<file path="src/rtl/tetron_cell_sequencer.sv">
// Sequences the four absolute board cells of any tetromino placement, one per
// handshake, flagging cells outside the ROWS x COLS board.
module tetron_cell_sequencer #(
  parameter int ROWS = 20,
  parameter int COLS = 10,
  parameter int CW   = 5
) (
  input  logic          clk,
  input  logic          rst_n,
  input  logic          req_valid,
  output logic          req_ready,
  input  logic [2:0]    req_piece,
  input  logic [1:0]    req_rot,
  input  logic [CW-1:0] req_row,
  input  logic [CW-1:0] req_col,
  output logic          cell_valid,
  input  logic          cell_ready,
  output logic [1:0]    cell_idx,
  output logic [CW-1:0] cell_row,
  output logic [CW-1:0] cell_col,
  output logic          cell_oob,
  output logic          done,
  output logic          done_oob,
  output logic          err
);

  typedef enum logic [1:0] {IDLE, EMIT, DONE} state_t;

  typedef struct packed {
    logic [CW-1:0] row;
    logic [CW-1:0] col;
    logic          oob;
  } cell_t;

  localparam logic signed [2:0]  Z0 = 3'sd0;
  localparam logic signed [2:0]  P1 = 3'sd1;
  localparam logic signed [2:0]  P2 = 3'sd2;
  localparam logic signed [2:0]  N1 = -3'sd1;
  localparam logic signed [CW:0] ROWS_S = (CW+1)'(ROWS);
  localparam logic signed [CW:0] COLS_S = (CW+1)'(COLS);

  function automatic cell_t calc(input logic [2:0] piece, input logic [1:0] rot,
                                 input logic [CW-1:0] row, input logic [CW-1:0] col,
                                 input logic [1:0] idx);
    logic signed [2:0]  v, h, rv, rh;
    logic signed [CW:0] sr, sc;
    logic [1:0]         r;
    cell_t              c;
    v = Z0;
    h = Z0;
    case ({piece, idx})
      5'b000_01: begin v = Z0; h = N1; end
      5'b000_10: begin v = Z0; h = P1; end
      5'b000_11: begin v = Z0; h = P2; end
      5'b001_01: begin v = Z0; h = P1; end
      5'b001_10: begin v = P1; h = Z0; end
      5'b001_11: begin v = P1; h = P1; end
      5'b010_01: begin v = Z0; h = N1; end
      5'b010_10: begin v = Z0; h = P1; end
      5'b010_11: begin v = P1; h = Z0; end
      5'b011_01: begin v = Z0; h = P1; end
      5'b011_10: begin v = P1; h = N1; end
      5'b011_11: begin v = P1; h = Z0; end
      5'b100_01: begin v = Z0; h = N1; end
      5'b100_10: begin v = P1; h = Z0; end
      5'b100_11: begin v = P1; h = P1; end
      5'b101_01: begin v = Z0; h = N1; end
      5'b101_10: begin v = Z0; h = P1; end
      5'b101_11: begin v = P1; h = P1; end
      5'b110_01: begin v = Z0; h = P1; end
      5'b110_10: begin v = Z0; h = N1; end
      5'b110_11: begin v = P1; h = N1; end
      default:   begin v = Z0; h = Z0; end
    endcase
    // The O piece is rotation-symmetric about its own anchor convention.
    r = (piece == 3'd1) ? 2'd0 : rot;
    case (r)
      2'd1:    begin rv = h;  rh = -v; end
      2'd2:    begin rv = -v; rh = -h; end
      2'd3:    begin rv = -h; rh = v;  end
      default: begin rv = v;  rh = h;  end
    endcase
    sr = $signed({1'b0, row}) + $signed({{(CW-2){rv[2]}}, rv});
    sc = $signed({1'b0, col}) + $signed({{(CW-2){rh[2]}}, rh});
    c.row = sr[CW-1:0];
    c.col = sc[CW-1:0];
    c.oob = sr[CW] | (sr >= ROWS_S) | sc[CW] | (sc >= COLS_S);
    return c;
  endfunction

  state_t        state;
  logic [2:0]    piece_q;
  logic [1:0]    rot_q;
  logic [CW-1:0] row_q, col_q;
  logic          acc;
  logic [1:0]    nidx;
  cell_t         first_cell, next_cell;

  assign nidx       = cell_idx + 2'd1;
  assign first_cell = calc(req_piece, req_rot, req_row, req_col, 2'd0);
  assign next_cell  = calc(piece_q, rot_q, row_q, col_q, nidx);
  assign req_ready  = rst_n && (state == IDLE);

  always_ff @(posedge clk) begin
    if (!rst_n) begin
      state      <= IDLE;
      piece_q    <= '0;
      rot_q      <= '0;
      row_q      <= '0;
      col_q      <= '0;
      acc        <= 1'b0;
      cell_valid <= 1'b0;
      cell_idx   <= '0;
      cell_row   <= '0;
      cell_col   <= '0;
      cell_oob   <= 1'b0;
      done       <= 1'b0;
      done_oob   <= 1'b0;
      err        <= 1'b0;
    end else begin
      done <= 1'b0;
      err  <= 1'b0;
      case (state)
        IDLE: begin
          done_oob <= 1'b0;
          if (req_valid) begin
            if (req_piece == 3'd7) begin
              err <= 1'b1;
            end else begin
              piece_q    <= req_piece;
              rot_q      <= req_rot;
              row_q      <= req_row;
              col_q      <= req_col;
              state      <= EMIT;
              cell_valid <= 1'b1;
              cell_idx   <= 2'd0;
              {cell_row, cell_col, cell_oob} <= first_cell;
            end
          end
        end
        EMIT: begin
          if (cell_ready) begin
            acc <= acc | cell_oob;
            if (cell_idx == 2'd3) begin
              state      <= DONE;
              cell_valid <= 1'b0;
              done       <= 1'b1;
              done_oob   <= acc | cell_oob;
            end else begin
              cell_idx <= nidx;
              {cell_row, cell_col, cell_oob} <= next_cell;
            end
          end
        end
        DONE: begin
          state    <= IDLE;
          acc      <= 1'b0;
          done_oob <= 1'b0;
        end
        default: state <= IDLE;
      endcase
    end
  end

endmodule

</file>
<file path="config.mk">
export PLATFORM = sky130hd
export DESIGN_NAME = tetron_cell_sequencer
export DESIGN_NICKNAME = d
export VERILOG_FILES = /design/src/rtl/tetron_cell_sequencer.sv
export SDC_FILE = /design/constraint.sdc
export NUM_CORES = 1
export LEC_CHECK = 0
export ABC_AREA = 1
export CORE_ASPECT_RATIO = 0.6
export CORE_UTILIZATION = 40
export DETAILED_ROUTE_END_ITERATION = 12
export SYNTH_ARGS = -nofsm -noshare
export SYNTH_HDL_FRONTEND = slang
export SYNTH_SLANG_ARGS = --single-unit
</file>
<file path="constraint.sdc">
create_clock -name clk -period 4.1 [get_ports clk]
set_input_delay 1.025 -clock clk [delete_from_list [all_inputs] [get_ports clk]]
set_output_delay 1.025 -clock clk [all_outputs]
set_load 0.02 [all_outputs]
</file>
; ---- Word-level counts from Yosys, hierarchy flattened
; Memory sizes are Yosys's and may differ from the RTL's.
; Index checks and enable logic that the tools add are counted.
[op_classes]
addsub = 5
order_cmp = 4
n_eq_ne = 13
muxes = 40
bitwise = 6
reduce_logical = 14
[op_table]
columns = cell, count
row1 = two-way mux 5 bit, 8
row2 = case mux 5 bit (2 select lines), 2
row3 = two-way mux 2 bit, 9
row4 = case mux 3 bit (3 select lines), 2
row5 = two-way mux 1 bit, 13
row6 = adder 6 x 3 -> 6 bit, 2
row7 = AND reduction 3 bit, 4
row8 = "inequality test 2 bit, second input constant", 5
row9 = AND reduction 5 bit, 2
row10 = "== test 2 bit, second input constant", 4
row11 = case mux 1 bit (2 select lines), 4
row12 = case mux 2 bit (2 select lines), 2
row13 = ">= comparator 6 x 5 -> 1 bit, second input constant", 1
row14 = ">= comparator 6 bit, second input constant", 1
row15 = negation 3 bit, 2
row16 = nonzero test 2 bit, 3
row17 = ">= comparator 5 x 4 -> 1 bit, second input constant", 1
row18 = ">= comparator 5 bit, second input constant", 1
row19 = bitwise OR 1 bit, 5
row20 = "== test 2 x 1 -> 1 bit, second input constant", 2
row21 = AND reduction 4 bit, 1
row22 = "== test 3 x 1 -> 1 bit, second input constant", 1
row23 = "== test 3 bit, second input constant", 1
row24 = "adder 2 x 1 -> 2 bit, second input constant", 1
row25 = 5 further kinds, 5
[word_totals]
regBits = 35
rom_bits = 128
out_inout_bits = 18
mem_count = 1
[memory_table]
columns = memory, words, word_bits, read_ports, rd_ports_with_merged_regs, write_ports, line
row1 = (name not given), 32, 4, 1, 0, 0, 51  ; case ({piece, idx})

; ---- Depth between registers and ports, before layout
[logic_depth]
word_depth = 12
ltp_mapped = 26
mapped_depth_nobuf = 26

; ---- Worst setup path after synthesis
; Ideal clock, no wire load.
[synth_path]
path_type = flip-flop to flip-flop
startpoint = reg cell_idx[0]
endpoint = reg cell_oob
t_arrival_ps = 3105
required_ps = 3988
slack_ps = 883
stages_incl_launch_ff = 23
period_less_slack_ps = 3217
cell_sequence = dfxtp_1 -> inv_1 -> ha_1 -> nand2_1 -> nand2_1 -> nand2_1 -> nand2_1 -> nand2_2 -> xor2_1 -> nand2_1 -> a22oi_1 -> inv_1 -> fa_1 -> o21ai_0 -> a21oi_1 -> nand2_1 -> nand3_1 -> a31oi_1 -> nand4_1 -> nor2_1 -> nand2_1 -> nand2_1 -> nand2_1
[synth_between]
elab_chain_cells = 12
[synth_rtl]
columns = item, line
row1 = from (decl), 18  ; output logic [1:0] cell_idx,
row2 = from (signal assigned), 150  ; cell_idx <= nidx;
row3 = adder 2 x 1 -> 2 bit, 99  ; assign nidx = cell_idx + 2'd1;
row4 = memory (32 x 4 bit), n/a
row5 = negation 3 bit (on tied branches), "79, 80, 78"
row6 = case mux 3 bit (3 select lines), 77  ; case (r)
row7 = adder 6 x 3 -> 6 bit, 83  ; sr = $signed({1'b0, row}) + $signed({{(CW-2){rv[2]}}, rv});
row8 = >= comparator 6 bit, 87  ; c.oob = sr[CW] | (sr >= ROWS_S) | sc[CW] | (sc >= COLS_S);
row9 = bitwise OR 1 bit (3 in a row), 87
row10 = two-way mux 1 bit, 144  ; if (cell_idx == 2'd3) begin
row11 = two-way mux 1 bit, 142  ; if (cell_ready) begin
row12 = case mux 1 bit (2 select lines), 123  ; case (state)
row13 = to (signal assigned), 137  ; {cell_row, cell_col, cell_oob} <= first_cell;
row14 = to (signal assigned), 151  ; {cell_row, cell_col, cell_oob} <= next_cell;
row15 = to (decl), 21  ; output logic cell_oob,
; Several ways; a longest one is shown, not always the timed one. The select of a mux whose other input is x is not followed.
; A chain may end at the register's enable or synchronous reset.

; ---- Worst setup path after layout
; Ends and elaborated chain as after synthesis.

==> metrics.cfg <==
[critical_path]
critPathBufInv=3
rrSetupSlack_ns=0.59
crit_required_ns=4.31
slowest_stage=dfxtp_1
r2r_cells=24
path_delay_family=simple AND/OR/NAND/NOR gates
crit_start=cell_idx[0]
path_cells=inv_1 > ha_1 > nand2_1 > nand2_1 > nand2_1 > nand2_1 > nand2_2 > nand3_2 > nand3_1 > nand2_1 > nand2_1 > inv_1 > ha_1 > a21oi_1 > inv_1 > a31oi_1 > nor2_1 > o21a_1 > o21ai_0 > nand4_1 > nor2_1 > nand2_1 > nand2_1 > nand2_1
end_kind=flip-flop
critPathMostFrequentCell=nand2_1
max_stage_delay_ns=0.42
crit_type=reg -> reg
path_max_fanout=5
worstReg2RegEnd=cell_oob
worstPathArrival_ns=3.71
r2r-start=cell_idx[0]
crit_path_start_kind=flip-flop

[finish]
final_cell_mix=nand2_1, clkdlybuf4s50_1, dfxtp_1
area_delta_synth_final_pct=23.4
final_common_cell=nand2_1
final_nets=397
n_antenna_cell=0
drive_above_1_share_pct=12.3

[placed_design]
post-place-ws_ns=0.703
dp_hpwl_mm=4.62
portBuffers=36
gp_congestion=0.867

[sta]
tightest_slew_ns=0.740
skew_ns=0.00532
hold_viol_final=0
holdWs_ns=0.447
max_slew_margin_pct=50.0
finalSetupViolations=0
tns_ns=0
slew_violations=0
fmax_ghz=0.285
rsz0062_at_grt=false
setup_ws_ns=0.594
fin_crit_sh_pct=85.5
layout_min_cycle_time_ns=3.51

[grt]
grt_pass1_vias=1930
antenna_found_initial=0
grt_usage_pct=22.5
grt_pass1_wl_mm=9.94
grt-ovfl-total=0
grt_max_degree=25

[synth]
ys_seq_elements=35
synthCells=326
ys_types=39
yosysWarnings=0
synthesis.nets=358
syn-cell-area_um2=2250
synth-main-ff-cell=dfxtp_1
synth_top_cell_by_area=dfxtp_1
synthTopCellsByArea=dfxtp_1, nand2_1, o21ai_0, ha_1, nor2_1
async_reset_ff_share_pct=0
syn_area_per_cell_um2=6.89
seq_area_frac_synth_pct=31.2
synth.top_cell.area_share_pct=31.2
synth_edf_count=0

[worst_hold_path]
whs_path_depth=2
hold_path.class=reg -> reg
hold_path_end=cell_col[2]
worstHoldStart=cell_col[2]

[pwr]
sw_frac_of_total_pct=45.2
p_comb_share_pct=50.1
powerDensity_nw_per_um2=519
seq_power_share_pct=31.3
power_switching_uw=650
p_leak_uw=0.00124
p_int_uw=788
clkPwrFrac_pct=18.6
ir_drop_uv=204

[cts]
cts_tree=yes
cts-root-buf=clkbuf_8
clk_pin_slew_ns=0.08
post_cts_buffers=0
cts_buffers=5
insertion_delay_ns=0.31
clkSinkCount=35
htree_levels=2
clock_path_buffers=2
ctsResizeCount=0
ctsHoldBuffers=0

[die]
num_io_pins=37
num_rows=20
start_util_pct=43.0
die_w_um=98.8
die_h_um=60.1
dieArea_um2=5930
coreArea_um2=5230

[detailed_routing]
drt-vias-per-instance=5.09
route.detailed.wl_per_inst_um=14.2
drt-total-wl_mm=6.14
drcViolationCount=0
drt_iter0_drc=139
vias=2198
ant_nets=0
drt-pass1-iter-count=4

[run_status]
status=finished, final reports clean

[flow_run]
drv_cap=0

metrics by stage:
step                      area (µm²)  power, µW  cells  util [%]
final                           2770       1440    432      53.0
after detailed placement        2680       1170    424      51.3
after global routing            2770       1550    432      53.0
after global placement          2680       1170    424      51.3
after CTS                       2770       1440    432      53.0
after floorplan                 2250        959    326         -
worst reg2reg max path: cells and delay by family, from the launching register on:
| kind | cells | cell delay, ns |
|---|---|---|
| AOI/OAI and AO/OA | 4 | 0.74 |
| adders and majority gates | 2 | 0.72 |
| buffers and inverters | 3 | 0.28 |
| DFF | 1 | 0.42 |
| and+or+nand+nor | 15 | 1.24 |
registers in the layout (all words and copies together) (netlist names):
name and flops:
cell_col 5, acc 1, err 1, done_oob 1, cell_idx 2, col_q 5, row_q 5, cell_row 5
cell_oob 1, rot_q 2, done 1, cell_valid 1, piece_q 3, state 2
cell families after synthesis:
logic type               Yosys count  synth area share [%]
flip-flops                        35                  31.2
AND/OR/NAND/NOR                  160                  34.3
XOR/XNOR                           3                  1.17
buffers and inverters             45                  8.07
adder cells (fa/ha/maj)           13                  7.91
AO/OA/AOI/OAI                     70                  17.4
power groups by stage:
stage               registers [µW]  clock network, µW  logic [µW]
finish                         450                267         721
global route                   459                289         797
CTS                            449                272         715
detailed placement             456                  0         710
global placement               456                  0         712
floorplan                      473                  0         486
cell usage after synthesis (2+ instances only):
cell type  count
nor2_1        31
nor2_2         2
nand3_2        4
clkbuf_1       5
o211ai_1       2
nand2_1       76
or2_2          2
nand2_4        4
inv_1         29
inv_2          5
buf_2          2
nand2_2        8
nand4_1        4
o21ai_0       31
xor2_1         3
o21ai_1        3
ha_1          11
a21oi_1       19
nor4_1         2
fa_1           2
nor2_4         3
nand3_1       21
dfxtp_1       35
a31oi_1        7
layout make-up:
type / count / area [µm²]
clock buffers: 5 / 68.8
clock inverters: 3 / 20.0
fillers: 515 / 2460
inverters: 36 / 138
multi-input cells: 246 / 1370
flip-flops and latches: 35 / 701
well taps: 66 / 82.6
repair buffers: 41 / 398
how the worst max path moves through the flow:
stage / endpoint / slack, ns / depth (start not counted)
final: cell_oob / 0.59 / 24
after global routing: cell_oob / 0.29 / 24
after CTS: cell_oob / 0.68 / 24
after detailed placement: req_ready / 0.70 / 4
after global placement: req_ready / 0.72 / 4
after floorplan: cell_oob / 0.88 / 22
per-layer routing:
metal | global-route usage, % | routed length, µm
met3 | 4.33 | 338
met4 | 7.04 | 70
met2 | 30.3 | 2230
met1 | 34.9 | 3500
met5 | 0 | 0
(Power assumes the default switching activity.)
==> edit: new RTL, same flow settings <==
Register the output `err` once more, with the module's reset; this adds one clock of latency there. The other outputs are not delayed to match.
--- a/src/rtl/tetron_cell_sequencer.sv
+++ b/src/rtl/tetron_cell_sequencer.sv
@@ -38,6 +38,8 @@
   localparam logic signed [2:0]  N1 = -3'sd1;
   localparam logic signed [CW:0] ROWS_S = (CW+1)'(ROWS);
   localparam logic signed [CW:0] COLS_S = (CW+1)'(COLS);
+
+  logic err_s0;
 
   function automatic cell_t calc(input logic [2:0] piece, input logic [1:0] rot,
                                  input logic [CW-1:0] row, input logic [CW-1:0] col,
@@ -116,16 +118,16 @@
       cell_oob   <= 1'b0;
       done       <= 1'b0;
       done_oob   <= 1'b0;
-      err        <= 1'b0;
+      err_s0     <= 1'b0;
     end else begin
       done <= 1'b0;
-      err  <= 1'b0;
+      err_s0 <= 1'b0;
       case (state)
         IDLE: begin
           done_oob <= 1'b0;
           if (req_valid) begin
             if (req_piece == 3'd7) begin
-              err <= 1'b1;
+              err_s0 <= 1'b1;
             end else begin
               piece_q    <= req_piece;
               rot_q      <= req_rot;
@@ -162,5 +164,13 @@
     end
   end
 
+  always_ff @(posedge clk) begin
+    if (!rst_n) begin
+      err <= '0;
+    end else begin
+      err <= err_s0;
+    end
+  end
+
 endmodule
 
Formal check against the unedited RTL: not equivalent (a bounded check fails within 4 cycles, from zero or initial values and one cycle with rst_n low).
==> edit against the original RTL <==
- wire length is 1.9% lower
- combinational power is 14% lower
- setup slack better by 7.3 ps
- sequential cell count is 1 higher
- via count is 1.5% higher
- critical path depth stayed put
- synthesized area hardly changed
- sequential share of layout area is 0.48 points higher
- first-iteration DRC count is 8.6% lower
- power is 3.2% lower
- cell area is 0.95% higher
- highest routed layer unchanged
==> edit: results (changes against the original RTL) <==
final_layout:
  sh_seq_area_pct: 25.7  # +0.48 points
  num-multi-input-gates: 244  # -0.81%
  n_all_inverters: 37  # +2.8%
  non_clock_buffer_area_share_pct: 14.2  # -0.13 points
  multi_input_area_mm2: 0.00135  # -1.5%
  nFillCells: 533  # +3.5%
  utilization_pct: 53.5  # +0.50 points
  dominant-cell-class: "multi-input combinational cells"
  layout.nets: 397  # unchanged
  drive_gt1_share_pct: 12.0  # -0.27 points
  clkCellAreaFrac_pct: 3.98  # +0.77 points
  nClkBuffers: 5  # unchanged
route:
  avgViaCountPerCell: 5.16  # +1.5%
  firstDrtPassIters: 5  # +1
  route.met3.wl_um: 406  # +20%
  wl_met1_mm: 3.31  # -5.4%
  drt-initial-drc-count: 127  # -8.6%
  dr_wl_met2_mm: 2.26  # +1.3%
  wl_per_cell_um: 13.9  # -1.9%
  dr_total_vias: 2231  # +1.5%
global_routing:
  grt_pass1_vias: 1911  # -0.98%
  grt.total_usage_pct: 21.6  # -0.85 points
  grt_pass1_wl_mm: 9.59  # -3.5%
  met2_usage_pct: 30.0  # -0.30 points
  gr-usage-met1_pct: 33.9  # -0.97 points
  grt_max_degree: 26  # +4.0%
  global_route.usage.met3_pct: 4.33  # unchanged
timing:
  relSlewSlack_pct: 36.5  # -13 points
  fin_skew_ps: 11.6  # +6.28 ps
  hold_slack_ps: 440  # -6.94 ps
placement:
  dp_hpwl_mm: 4.72  # +2.2%
  pre_cts_ws_ps: 626  # -77.7 ps
  gp_congestion: 0.899  # +3.7%
worst_setup_path:
  crit_fanout: 7  # +2
  cpPeakStageDelay_ps: 470  # +50 ps
  critical_path_arrival_ps: 3690  # -20 ps
  reg2reg_slack_ps: 600
synthesis:
  yosys-top-cells-area: "dfxtp_1 (32%), nand2_1 (12%), o21ai_0 (6.5%)"
  synth_commonest_cells: "nand2_1 (74), dfxtp_1 (36), nor2_1 (33)"
  synth_fp_nets: 357  # -0.28%
  synth-seq-cells: 36  # +2.9%
  ys_types: 38  # -2.6%
  yosysSeqAreaShare_pct: 32.1  # +0.87 points
hold_path:
  hold_end: "err"
  hold_start: "err_s0"
clock_tree:
  clock-root-buffer: "clkbuf_8"
power:
  max-vdd-ir-drop_v: 0.000207  # +1.5%
  leakage_nw: 1.27  # +3.0%
  switching_share_pct: 40.9  # -4.3 points
status:
  status: "finished clean"
edit: changes by cell type in the layout (fill, tap and decap cells not counted), sizes merged, moves of 2 or more:
cell / change
nor3: +4
a31oi: -2
nand3: +2
a21o: +2
o21ai: -3
nor2: -2
nor4: -2
nand4: -2
edit: power groups by stage:
stage	logic [mW]	clock network, mW	registers [mW]
2_1_floorplan	0.416	0	0.471
4_1_cts	0.618	0.330	0.449
3_3_place_gp	0.607	0	0.456
6_report	0.621	0.322	0.449
3_5_place_dp	0.614	0	0.456
5_1_grt	0.685	0.348	0.457
edit: kinds of logic (layout without fill, tap and decap cells):
logic type	Yosys count	in the layout	share of synthesized area, %
flip-flops	36	36	32.1
AO/OA/AOI/OAI	67	67	17.0
XOR/XNOR	4	4	1.56
AND/OR/NAND/NOR	160	160	33.4
adder cells (fa/ha/maj)	13	13	7.90
buffers and inverters	45	86	8.12
